$ cat config.mk
export PLATFORM = sky130hd
export DESIGN_NAME = fetch_unit
export DESIGN_NICKNAME = d
export VERILOG_FILES = /design/src/rtl/fetch_unit.sv
export SDC_FILE = /design/constraint.sdc
export NUM_CORES = 1
export LEC_CHECK = 0
export CAP_MARGIN = 40
export CORE_ASPECT_RATIO = 0.75
export CORE_MARGIN = 2
export CORE_UTILIZATION = 52
export CTS_CLUSTER_SIZE = 40
export DETAILED_ROUTE_END_ITERATION = 6
export GPL_TIMING_DRIVEN = 0
export PLACE_DENSITY = 0.8
export REMOVE_ABC_BUFFERS = 1
export SYNTH_ARGS = -nofsm -noshare
export SYNTH_HDL_FRONTEND = slang
export SYNTH_SLANG_ARGS = --single-unit
$ cat constraint.sdc
create_clock -name clk -period 9.1 [get_ports clk]
set_clock_uncertainty 0.15 [all_clocks]
set_input_delay 1.365 -clock clk [delete_from_list [all_inputs] [get_ports clk]]
set_output_delay 1.365 -clock clk [all_outputs]
set_load 0.02 [all_outputs]
$ cat src/rtl/fetch_unit.sv
// Instruction fetch stage: owns the PC, issues one outstanding word fetch at a time,
// and holds the fetched word in the IF/ID register with a one-entry skid buffer.
module fetch_unit #(
  parameter logic [31:0] RESET_PC = 32'h0000_0000
) (
  input  logic        clk,
  input  logic        rst,
  output logic        imem_req_valid,
  input  logic        imem_req_ready,
  output logic [31:0] imem_addr,
  input  logic        imem_resp_valid,
  input  logic [31:0] imem_resp_data,
  input  logic        stall,
  input  logic        redirect_valid,
  input  logic [31:0] redirect_pc,
  output logic        instr_valid,
  output logic [31:0] instr,
  output logic [31:0] instr_pc,
  output logic [31:0] instr_pc_plus4
);

  localparam int unsigned XLEN     = 32;
  localparam logic [XLEN-1:0] WORD_BYTES = XLEN'(4);

  typedef enum logic [1:0] {
    S_REQ  = 2'd0,
    S_WAIT = 2'd1,
    S_DROP = 2'd2,
    S_BUF  = 2'd3
  } state_t;

  state_t          state, state_nxt;
  logic [XLEN-1:0] pc, pc_nxt;
  logic [XLEN-1:0] fetch_pc;
  logic            buf_valid;
  logic [XLEN-1:0] buf_data;
  logic [XLEN-1:0] buf_pc;

  logic            handshake;
  logic            slot_free;
  logic [XLEN-1:0] redir_target;
  logic            word_avail;
  logic [XLEN-1:0] word_data;
  logic [XLEN-1:0] word_pc;
  logic            unused_redirect_lsb;

  assign handshake           = imem_req_valid && imem_req_ready;
  assign slot_free           = !instr_valid || !stall;
  assign redir_target        = {redirect_pc[XLEN-1:2], 2'b00};
  assign unused_redirect_lsb = ^redirect_pc[1:0];

  // Request channel is a pure function of state and the PC register
  assign imem_req_valid = (state == S_REQ);
  assign imem_addr      = pc;

  // Word offered to IF/ID this cycle: the skid buffer wins over a fresh response
  always_comb begin
    word_avail = 1'b0;
    word_data  = imem_resp_data;
    word_pc    = fetch_pc;
    if (state == S_BUF) begin
      word_avail = buf_valid;
      word_data  = buf_data;
      word_pc    = buf_pc;
    end else if (state == S_WAIT && imem_resp_valid) begin
      word_avail = 1'b1;
    end
  end

  // Next-state and next-PC
  always_comb begin
    state_nxt = state;
    pc_nxt    = pc;
    case (state)
      S_REQ: begin
        if (handshake) begin
          pc_nxt    = pc + WORD_BYTES;
          state_nxt = S_WAIT;
        end
      end
      S_WAIT: begin
        if (imem_resp_valid) begin
          state_nxt = slot_free ? S_REQ : S_BUF;
        end
      end
      S_BUF: begin
        if (slot_free) begin
          state_nxt = S_REQ;
        end
      end
      S_DROP: begin
        if (imem_resp_valid) begin
          state_nxt = S_REQ;
        end
      end
      default: state_nxt = S_REQ;
    endcase

    // Redirect overrides everything; an in-flight request must be drained first
    if (redirect_valid) begin
      pc_nxt = redir_target;
      case (state)
        S_REQ:   state_nxt = handshake ? S_DROP : S_REQ;
        S_WAIT:  state_nxt = imem_resp_valid ? S_REQ : S_DROP;
        S_BUF:   state_nxt = S_REQ;
        S_DROP:  state_nxt = imem_resp_valid ? S_REQ : S_DROP;
        default: state_nxt = S_REQ;
      endcase
    end
  end

  always_ff @(posedge clk or posedge rst) begin
    if (rst) begin
      state    <= S_REQ;
      pc       <= RESET_PC;
      fetch_pc <= RESET_PC;
    end else begin
      state <= state_nxt;
      pc    <= pc_nxt;
      if (handshake) begin
        fetch_pc <= pc;
      end
    end
  end

  // Skid buffer catches a response that arrives while IF/ID is held
  always_ff @(posedge clk or posedge rst) begin
    if (rst) begin
      buf_valid <= 1'b0;
      buf_data  <= '0;
      buf_pc    <= '0;
    end else if (redirect_valid) begin
      buf_valid <= 1'b0;
    end else if (state == S_WAIT && imem_resp_valid && !slot_free) begin
      buf_valid <= 1'b1;
      buf_data  <= imem_resp_data;
      buf_pc    <= fetch_pc;
    end else if (state == S_BUF && slot_free) begin
      buf_valid <= 1'b0;
    end
  end

  // IF/ID register: redirect, then stall-hold, then load, else drain
  always_ff @(posedge clk or posedge rst) begin
    if (rst) begin
      instr_valid    <= 1'b0;
      instr          <= '0;
      instr_pc       <= '0;
      instr_pc_plus4 <= WORD_BYTES;
    end else if (redirect_valid) begin
      instr_valid <= 1'b0;
    end else if (stall && instr_valid) begin
      instr_valid <= instr_valid;
    end else if (word_avail) begin
      instr_valid    <= 1'b1;
      instr          <= word_data;
      instr_pc       <= word_pc;
      instr_pc_plus4 <= word_pc + WORD_BYTES;
    end else begin
      instr_valid <= 1'b0;
    end
  end

endmodule

# Word-level counts from Yosys, hierarchy flattened
# Index checks and enable logic that the tools add are counted.
[totals]
register_bits = 228
inputBits = 70
output_inout_bits = 130
elab_cells = 63
[classes]
add_sub_neg = 2
n_eq_ne = 8
n_mux = 23
n_bitwise = 2
reduce_logical = 18
[ops]
columns = ["operator", "count"]
rows = [
  ["32-bit 2-to-1 mux", 5],
  ["32-bit by 3-bit adder with 32-bit output, second input constant", 2],
  ["2-bit 2-to-1 mux", 8],
  ["3-bit inequality test, second input constant", 3],
  ["1-bit 2-to-1 mux", 8],
  ["2-bit one-hot mux with 4 select lines", 1],
  ["2-bit one-hot mux with 3 select lines", 1],
  ["1-bit logical AND", 5],
  ["2-bit == test, second input constant", 2],
  ["2-bit AND reduction", 2],
  ["4-bit AND reduction", 1],
  ["2-bit nonzero test", 2],
  ["1-bit logical NOT", 3],
  ["3-bit by 1-bit inequality test with 1-bit output, second input constant", 1],
  ["3-bit AND reduction", 1],
  ["3-bit nonzero test", 1],
  ["2-bit by 1-bit == test with 1-bit output, second input constant", 1],
  ["2-bit logical NOT", 1],
  ["2-bit inequality test, second input constant", 1],
  ["1-bit inverter", 2],
  ["2-bit OR reduction", 1],
  ["1-bit logical OR", 1],
]

# Depth between registers and ports, before layout
# Gate-level depths: netlist of the first run.
[logic_depth]
word_depth = 7
depth_mapped = 12
depth_no_buf = 8

# Least setup slack after synthesis of the first run
# OpenSTA, ideal clock, no wires.
[synth_path]
path_kind = "register to register"
from = "reg state[0]"
to = "reg instr_pc_plus4[20]"
setup_ps = 87
arrival_time_ps = 2895
required_ps = 8863
slack_ps = 5968
path_stages_with_launch = 13
n_path_buf = 4
period_less_slack_ps = 3132
path_cell_list = "dfrtp_1 > ha_1 > buf_6 > buf_2 > buf_2 > buf_4 > mux2_2 > ha_1 > nand4_1 > a21oi_2 > nand3b_1 > or4_1 > o211ai_1"
[synth_between]
elab_cells_between_ends = 8
cone_classes = "1 x add/sub; 2 x eq/ne; 3 x mux; 2 x reduce/logical"
[synth_rtl]
columns = ["item", "line", "text"]
rows = [
  ["start: declaration", "32", "state_t state, state_nxt;"],
  ["start signal: assignment", "118", "state <= state_nxt;"],
  ["2-bit == test", "61", "if (state == S_BUF) begin"],
  ["32-bit 2-to-1 mux", "61", ""],
  ["named net word_pc[3]", "44", "logic [XLEN-1:0] word_pc;"],
  ["32-bit by 3-bit adder with 32-bit output", "158", "instr_pc_plus4 <= word_pc + WORD_BYTES;"],
  ["end signal: assignment", "158", ""],
  ["end: declaration", "19", "output logic [31:0] instr_pc_plus4"],
]
# The timed path passes the listed nets, and every way through them passes these cells.
# A chain may end at the register's enable or synchronous reset.

# Final worst setup path of the first run
[layout_path]
from = "in imem_req_ready"
to = "reg pc[31], in the netlist imem_addr[31]"
[layout_between]
elab_chain_cells = 3
[layout_rtl]
columns = ["item", "line", "text"]
rows = [
  ["start: declaration", "9", "input logic imem_req_ready,"],
  ["1-bit logical AND", "47", "assign handshake = imem_req_valid && imem_req_ready;"],
  ["2-bit nonzero test (no line)", "-", ""],
  ["2-bit AND reduction (no line)", "-", ""],
  ["end signal: assignment", "119", "pc <= pc_nxt;"],
  ["end: declaration", "33", "logic [XLEN-1:0] pc, pc_nxt;"],
]
# Every way passes these cells.

==> run summary, run 1 <==
status -> finished, final reports clean
Root Buffer -> clkbuf_16
Post-CTS Hold Buffers -> 0
via/cell ratio -> 5.58
largest fanout on the critical path -> 18
RSZ-0062 raised after global routing -> no
postcts setup bufs -> 0
initial core utilization -> 52.9%
Worst Setup Start Kind -> input port
ys flop type -> dfrtp_1
CP max-delay cell -> and2_1
Power Dens Cells -> 279 nW/um2
drt total wl -> 24.9 mm
Fillers -> 1488
Final #Nets -> 1232
largest net degree at the start of global routing -> 122
Setup-failing EPs final -> 0
reg-to-reg slack, setup -> 5.43 ns
Place WS -> 4.89 ns
maximum vdd ir drop -> 190 uV
Critical Path Max Stage Delay -> 0.68 ns
Hold Path Class -> register to register
synthesized cell area -> 10200 um2
die area -> 20800 um2
Compound-Gate Fraction of Synth Area -> 9.37%
clk slew on worst S/H paths -> 0.06 ns
Tot GR Track Use -> 24.0%
H-Tree Depth -> 1
drt pass-1 iters -> 5
Sink Count -> 218
number of synthesized flops with an enable pin -> 0
sequential-to-total area share from yosys stat -> 53.5%
Post-synth ARST share -> 100%
crit path DAT -> 3.98 ns
critical path required time -> 9.37 ns
synthesized flop and latch total -> 218
Synth warnings -> 0
max_cap viols -> 0
Mean Syn Cell Area -> 10.4 um2
first-pass GRT wire length -> 41.0 mm
largest family of logic cells by synthesized area -> simple AND/OR/NAND/NOR gates
Slew HR -> 41.3%
Largest delay share family, worst path -> simple AND/OR/NAND/NOR gates
number of antenna violations at the first check in global routing -> 0
vias in the first global route -> 7712
Final min period -> 3.72 ns
grt ovf -> 0
Ports -> 200
clock buffer count from CTS -> 22
core box area -> 19300 um2
1st-iter DRT viols -> 565
area share of and/or/nand/nor cells after synthesis -> 16.3%
dpl hpwl -> 17.3 mm
XOR/XNOR Fraction of Synth Area -> 3.44%
Routed WL per cell -> 17.5 um
fin. max-slew vios -> 0
Hold Vio Cnt, Final -> 0
number of nets still failing antenna checks after routing -> 0
Worst Path Buf+Inv -> 2
total power -> 3.66 mW
Slew @ Worst Pin -> 0.876 ns
Netlist cell types -> 59
area share of fa/ha/maj cells after synthesis -> 0.859%
Die Height -> 125 um
Critical Path, Cell by Cell -> clkdlybuf4s50_1, and2_1, buf_16, nand2_1, or4_1, or3_1, a31oi_1
layout overhead on the synthesized area -> 28.9%
number of port buffers -> 191
Final Core Density -> 68.2%
FMAX -> 269 MHz
crit end category -> register
# DRC -> 0
WHS -> 0.326 ns
die extent in x -> 166 um
Leak Pwr -> 5.72 nW
post-synthesis mux area share -> 13.4%
Rows -> 44
CTS resizes -> 0
CTS tree -> yes
Ant. Diodes -> 0
Mapped Cells -> 979
gpl congestion -> 0.850
clk_lat worst skew -> 0.50 ns
Setup CP Type -> input port to register
Setup WS post-layout -> 5.38 ns
Vias -> 7941
Setup TNS Final -> 0 ns
Clock Tree Buf Depth -> 3
proportion of layout cells with a drive suffix above 1 -> 11.5%
Tcrit/Tclk final -> 40.8%
cell type report:
class | instances | area, um2 | area share [%]
clock buffers | 35 | 671 | 5.11
clock inverters | 5 | 50.0 | 0.381
repair buffers | 204 | 2120 | 16.1
well taps | 253 | 317 | 2.41
flip-flops and latches | 218 | 5460 | 41.5
inverters | 9 | 41.3 | 0.314
multi-input cells | 700 | 4490 | 34.1
cell usage in the layout (no fill, tap or decap), types with 14 or more instances in the layout:
master,instances
mux2_2,70
nand3_1,23
xnor2_1,27
dfrtp_1,217
nand2_1,235
nor2_1,22
mux2i_1,58
clkdlybuf4s50_1,190
nor3_1,14
clkbuf_16,23
o21ai_0,99
worst paths after layout:
path,startpoint,end,cells past startpoint
setup reg to reg,state[1],instr_pc_plus4[30],9
hold / removal,instr[10],instr[10],2
hold reg to reg,instr[10],instr[10],2
min in group asynchronous,rst,instr[8],2
max in group asynchronous,rst,imem_addr[21],3
setup / recovery,imem_req_ready,imem_addr[31],7
worst min-delay path: stages, from the launching register on:
cell,delay (ns)
dfrtp_1,0.34
nand2_1,0.05
o21ai_0,0.06
per-stage QoR:
stage	area [um2]	std cells
6_report	13100	1424
5_1_grt	13100	1424
4_1_cts	13100	1424
3_5_place_dp	12400	1384
3_3_place_gp	12200	1371
2_1_floorplan	9940	927
layer usage:
metal  wire (um)  track usage, %
met1       11600            35.9
met2       11100            36.8
met3        1780            4.78
met5           0               0
met4         334            4.30
cell families (layout without fill, tap and decap cells):
| family | after synthesis | count (layout) |
|---|---|---|
| AND/OR/NAND/NOR | 365 | 365 |
| flip-flops | 218 | 218 |
| AO/OA/AOI/OAI | 154 | 154 |
| multiplexers | 128 | 128 |
| buffers and inverters | 66 | 253 |
| XOR/XNOR | 40 | 40 |
| adder cells (fa/ha/maj) | 7 | 7 |
| other | 1 | 6 |
report_power, final:
part | switching [mW] | internal (mW) | total [mW]
sequential | 0.205 | 1.25 | 1.46
clock | 0.369 | 0.533 | 0.902
combinational | 0.699 | 0.606 | 1.30
total | 1.27 | 2.39 | 3.66
flip-flops by register name, summed over array words and instances, names as in the netlist:
register        cells
instr_valid         1
instr_pc           30
instr_pc_plus4     30
buf_valid           1
state               2
imem_addr          30
instr              32
buf_pc             30
buf_data           32
fetch_pc           30
synthesized netlist by cell type (all sizes together), types with 4 or more instances:
cell | count | area, um2
o311ai | 4 | 35.0
nand2b | 4 | 25.0
o31a | 6 | 52.6
dfrtp | 217 | 5430
xor2 | 13 | 114
inv | 8 | 30.0
o21ai | 101 | 505
nor3 | 14 | 70.1
o31ai | 6 | 45.0
a21oi | 5 | 28.8
a21o | 6 | 45.0
nand3 | 25 | 135
nand4b | 4 | 35.0
nand4 | 14 | 93.8
or4 | 4 | 30.0
or3 | 4 | 25.0
mux2i | 58 | 581
clkbuf | 33 | 124
mux2 | 70 | 788
nand2 | 235 | 882
buf | 24 | 148
xnor2 | 27 | 236
and3 | 7 | 43.8
a31oi | 5 | 31.3
ha | 7 | 87.6
nor2 | 22 | 82.6
nand3b | 11 | 82.6
nor4 | 12 | 75.1
a22oi | 4 | 62.6
No activity file was read; power rests on OpenSTA's default activity.
==> inputs of run 2 (changes only) <==
CORE_UTILIZATION = 47   (was 52)
PLACE_DENSITY = 0.77   (was 0.8)
clock period = 3.4 ns   (was 9.1 ns; I/O delays follow)
==> run 2 against run 1 <==
Clock power grew to 3.1 times the previous value. Die area rose by 10%. Via count is 1.8% higher. Non-clock buffer count increased by 4. Global-route usage decreased by 1.3 points. Sequential cell count did not move. First-iteration DRC count decreased by 11%. Register-to-register slack worse by 5.3 ns.
==> run summary, run 2 (synthesis results as in run 1) <==
largest net degree at the start of global routing -> 101 (-17%)
Final #Nets -> 1240 (+0.65%)
drt pass-1 iters -> 5 (unchanged)
fin. max-slew vios -> 0 (unchanged)
Slew @ Worst Pin -> 0.961 ns (+0.0850 ns)
Leak Pwr -> 5.82 nW (+1.7%)
Clock Power Share -> 27.2% (+2.6 points)
critical path depth -> 7 (unchanged)
Hold Path Class -> input port to async pin
Largest delay share family, worst path -> simple AND/OR/NAND/NOR gates
Tcrit/Tclk final -> 96.0%
R2R Path Start -> state[1]
Worst Setup Start Kind -> register
NetSw -> 3.50 mW (+180%)
Critical path origin -> state[1]
via/cell ratio -> 5.51 (-1.2%)
maximum vdd ir drop -> 418 uV (+120%)
most frequent cells in the layout -> nand2_1 (235), dfrtp_1 (217), clkdlybuf4s50_1 (190)
Power Dens Cells -> 764 nW/um2 (+170%)
FMAX -> 306 MHz
RSZ-0062 raised after global routing -> no
Worst Path Buf+Inv -> 2 (unchanged)
met2 global-route usage -> 34.4% (-2.4 points)
clk slew on worst S/H paths -> 0.06 ns (about the same)
gpl congestion -> 0.852 (+0.33%)
CP most frequent cell -> buf_16
CP max-delay cell -> a221o_4
Routed WL per cell -> 18.4 um (+5.3%)
critical path required time -> 3.67 ns (-5.70 ns)
WHS -> 0.219 ns (-0.107 ns)
largest fanout on the critical path -> 82 (+64)
clk_lat worst skew -> 0.51 ns (about the same)
first-pass GRT wire length -> 42.3 mm (+3.2%)
Hold Vio Cnt, Final -> 0 (unchanged)
Largest regs -> buf_data: 32 flops, instr: 32 flops
Setup CP Type -> register to register
grt ovf -> 0 (unchanged)
met1 Use GR -> 33.7% (-2.2 points)
area of placed instances -> 12500 um2 (+0.66%)
crit end category -> register
fin area -> 13400 um2 (+2.0%)
Critical R2R Capture -> instr_pc_plus4[20]
sequential power share -> 38.2% (-1.6 points)
internal power -> 6.74 mW (+180%)
number of nets still failing antenna checks after routing -> 0 (unchanged)
die extent in x -> 174 um (+5.1%)
Setup crit end -> instr_pc_plus4[20]
Ports -> 200 (unchanged)
crit path DAT -> 3.53 ns (-0.45 ns)
most common cell after layout, fill and taps aside -> nand2_1
grt peak-use layer -> met2
initial core utilization -> 48.0% (-4.9 points)
Post-CTS Hold Buffers -> 0 (unchanged)
core box area -> 21200 um2 (+10%)
H-Tree Depth -> 1 (unchanged)
Critical Path Max Stage Delay -> 0.64 ns (-0.04 ns)
die area -> 22900 um2 (+10%)
# DRC -> 0 (unchanged)
1st-iter DRT viols -> 502 (-11%)
Die Height -> 132 um (+5.0%)
Slew HR -> 35.9% (-5.4 points)
clock buffer count from CTS -> 24 (+9.1%)
status -> finished, final reports clean
Final min period -> 3.26 ns
Setup-failing EPs final -> 0 (unchanged)
sw frac -> 34.2% (-0.55 points)
number of antenna violations at the first check in global routing -> 0 (unchanged)
number of port buffers -> 191 (unchanged)
max_cap viols -> 0 (unchanged)
part of the power in combinational logic -> 34.6% (-1.0 points)
Clock Tree Buf Depth -> 3 (unchanged)
Rows -> 46 (+4.5%)
dpl hpwl -> 18.1 mm (+4.9%)
reg-to-reg slack, setup -> 0.14 ns (-5.29 ns)
layout overhead on the synthesized area -> 31.5%
Vias -> 8081 (+1.8%)
vias in the first global route -> 7904 (+2.5%)
Ant. Diodes -> 0 (unchanged)
Sink Count -> 218 (unchanged)
drt total wl -> 27.0 mm (+8.5%)
proportion of layout cells with a drive suffix above 1 -> 12.5% (+0.94 points)
Tot GR Track Use -> 22.7% (-1.3 points)
R2R cell count -> 7 (-2)
met3 Track Usage GR -> 5.03% (+0.25 points)
Critical Path, Cell by Cell -> ha_4, buf_16, nand3b_1, a221o_4, buf_16, or4_1, o211ai_1
Root Buffer -> clkbuf_16
Fillers -> 1717 (+15%)
CTS tree -> yes
==> run 2: changes by cell type in the layout (fill, tap and decap cells not counted), moves of 2 or more <==
cell	before	now
a221o_2	0	2
clkbuf_16	23	25
clkbuf_1	7	4
bufinv_16	1	4
==> run 2: through the flow <==
| step | setup slack (ns) | total power [mW] | setup TNS [ns] | instances | utilization (%) |
|---|---|---|---|---|---|
| 6_report | 0.137 | 10.2 | 0 | 1467 | 63.1 |
| 5_1_grt | 0.0292 | 10.8 | 0 | 1467 | 63.1 |
| 4_1_cts | 0.0954 | 10.3 | 0 | 1464 | 63.0 |
| 3_5_place_dp | -0.151 | 7.48 | -0.494 | 1421 | 58.8 |
| 3_3_place_gp | -7.61 | 7.37 | -2334.93 | 1406 | 57.5 |
| 2_1_floorplan | -3.31 | 5.71 | -1172.03 | 927 | - |
==> run 2: worst min path at each step <==
| stage | cells past startpoint | to | slack, ns | start |
|---|---|---|---|---|
| floorplan | 2 | fetch_pc[30] | 0.31 | fetch_pc[30] |
| global placement | 2 | instr[0] | 0.31 | instr[0] |
| detailed placement | 1 | instr_pc[31] | 0.32 | instr_pc[31] |
| CTS | 2 | instr[10] | 0.21 | rst |
| global route | 2 | instr[10] | 0.22 | rst |
| finish | 2 | buf_data[4] | 0.22 | rst |
==> run 2: area by class of cell <==
type                       instances  area (um2)  area share (%)
inverter                           9        41.3           0.308
multi-input combinational        702        4510            33.6
clock buffer                      34         709            5.29
sequential                       218        5460            40.7
timing repair buffer             208        2190            16.3
tap                              288         360            2.69
clock inverter                     8         143            1.06
==> run 2: metal layers <==
layer / share of wire, % / vias up
met4: 1.3 / 0
met5: 0 / -
met1: 47 / 3990
li1: - / 3778
met3: 7.5 / 35
met2: 44 / 278
==> run 2: timing repair <==
item                       CTS  global route
setup endpoints to repair    6             6
gates resized for setup      0             1
gates cloned                 0             2
pin swaps                    1             2
buffers inserted             1             1
==> run 2: power by group through the flow <==
stage / clock, mW / sequential, mW / combinational, mW
2_1_floorplan: 0 / 4.53 / 1.18
3_3_place_gp: 0 / 3.91 / 3.45
3_5_place_dp: 0 / 3.95 / 3.53
4_1_cts: 2.84 / 3.91 / 3.55
5_1_grt: 2.95 / 4.02 / 3.83
6_report: 2.78 / 3.91 / 3.55
==> run 2: worst register-to-register path, cell delays in order, from the launching register on <==
cell      delay, ns
dfrtp_1        0.44
ha_4           0.27
buf_16         0.24
nand3b_1       0.45
a221o_4        0.64
buf_16         0.29
or4_1          0.58
o211ai_1       0.10
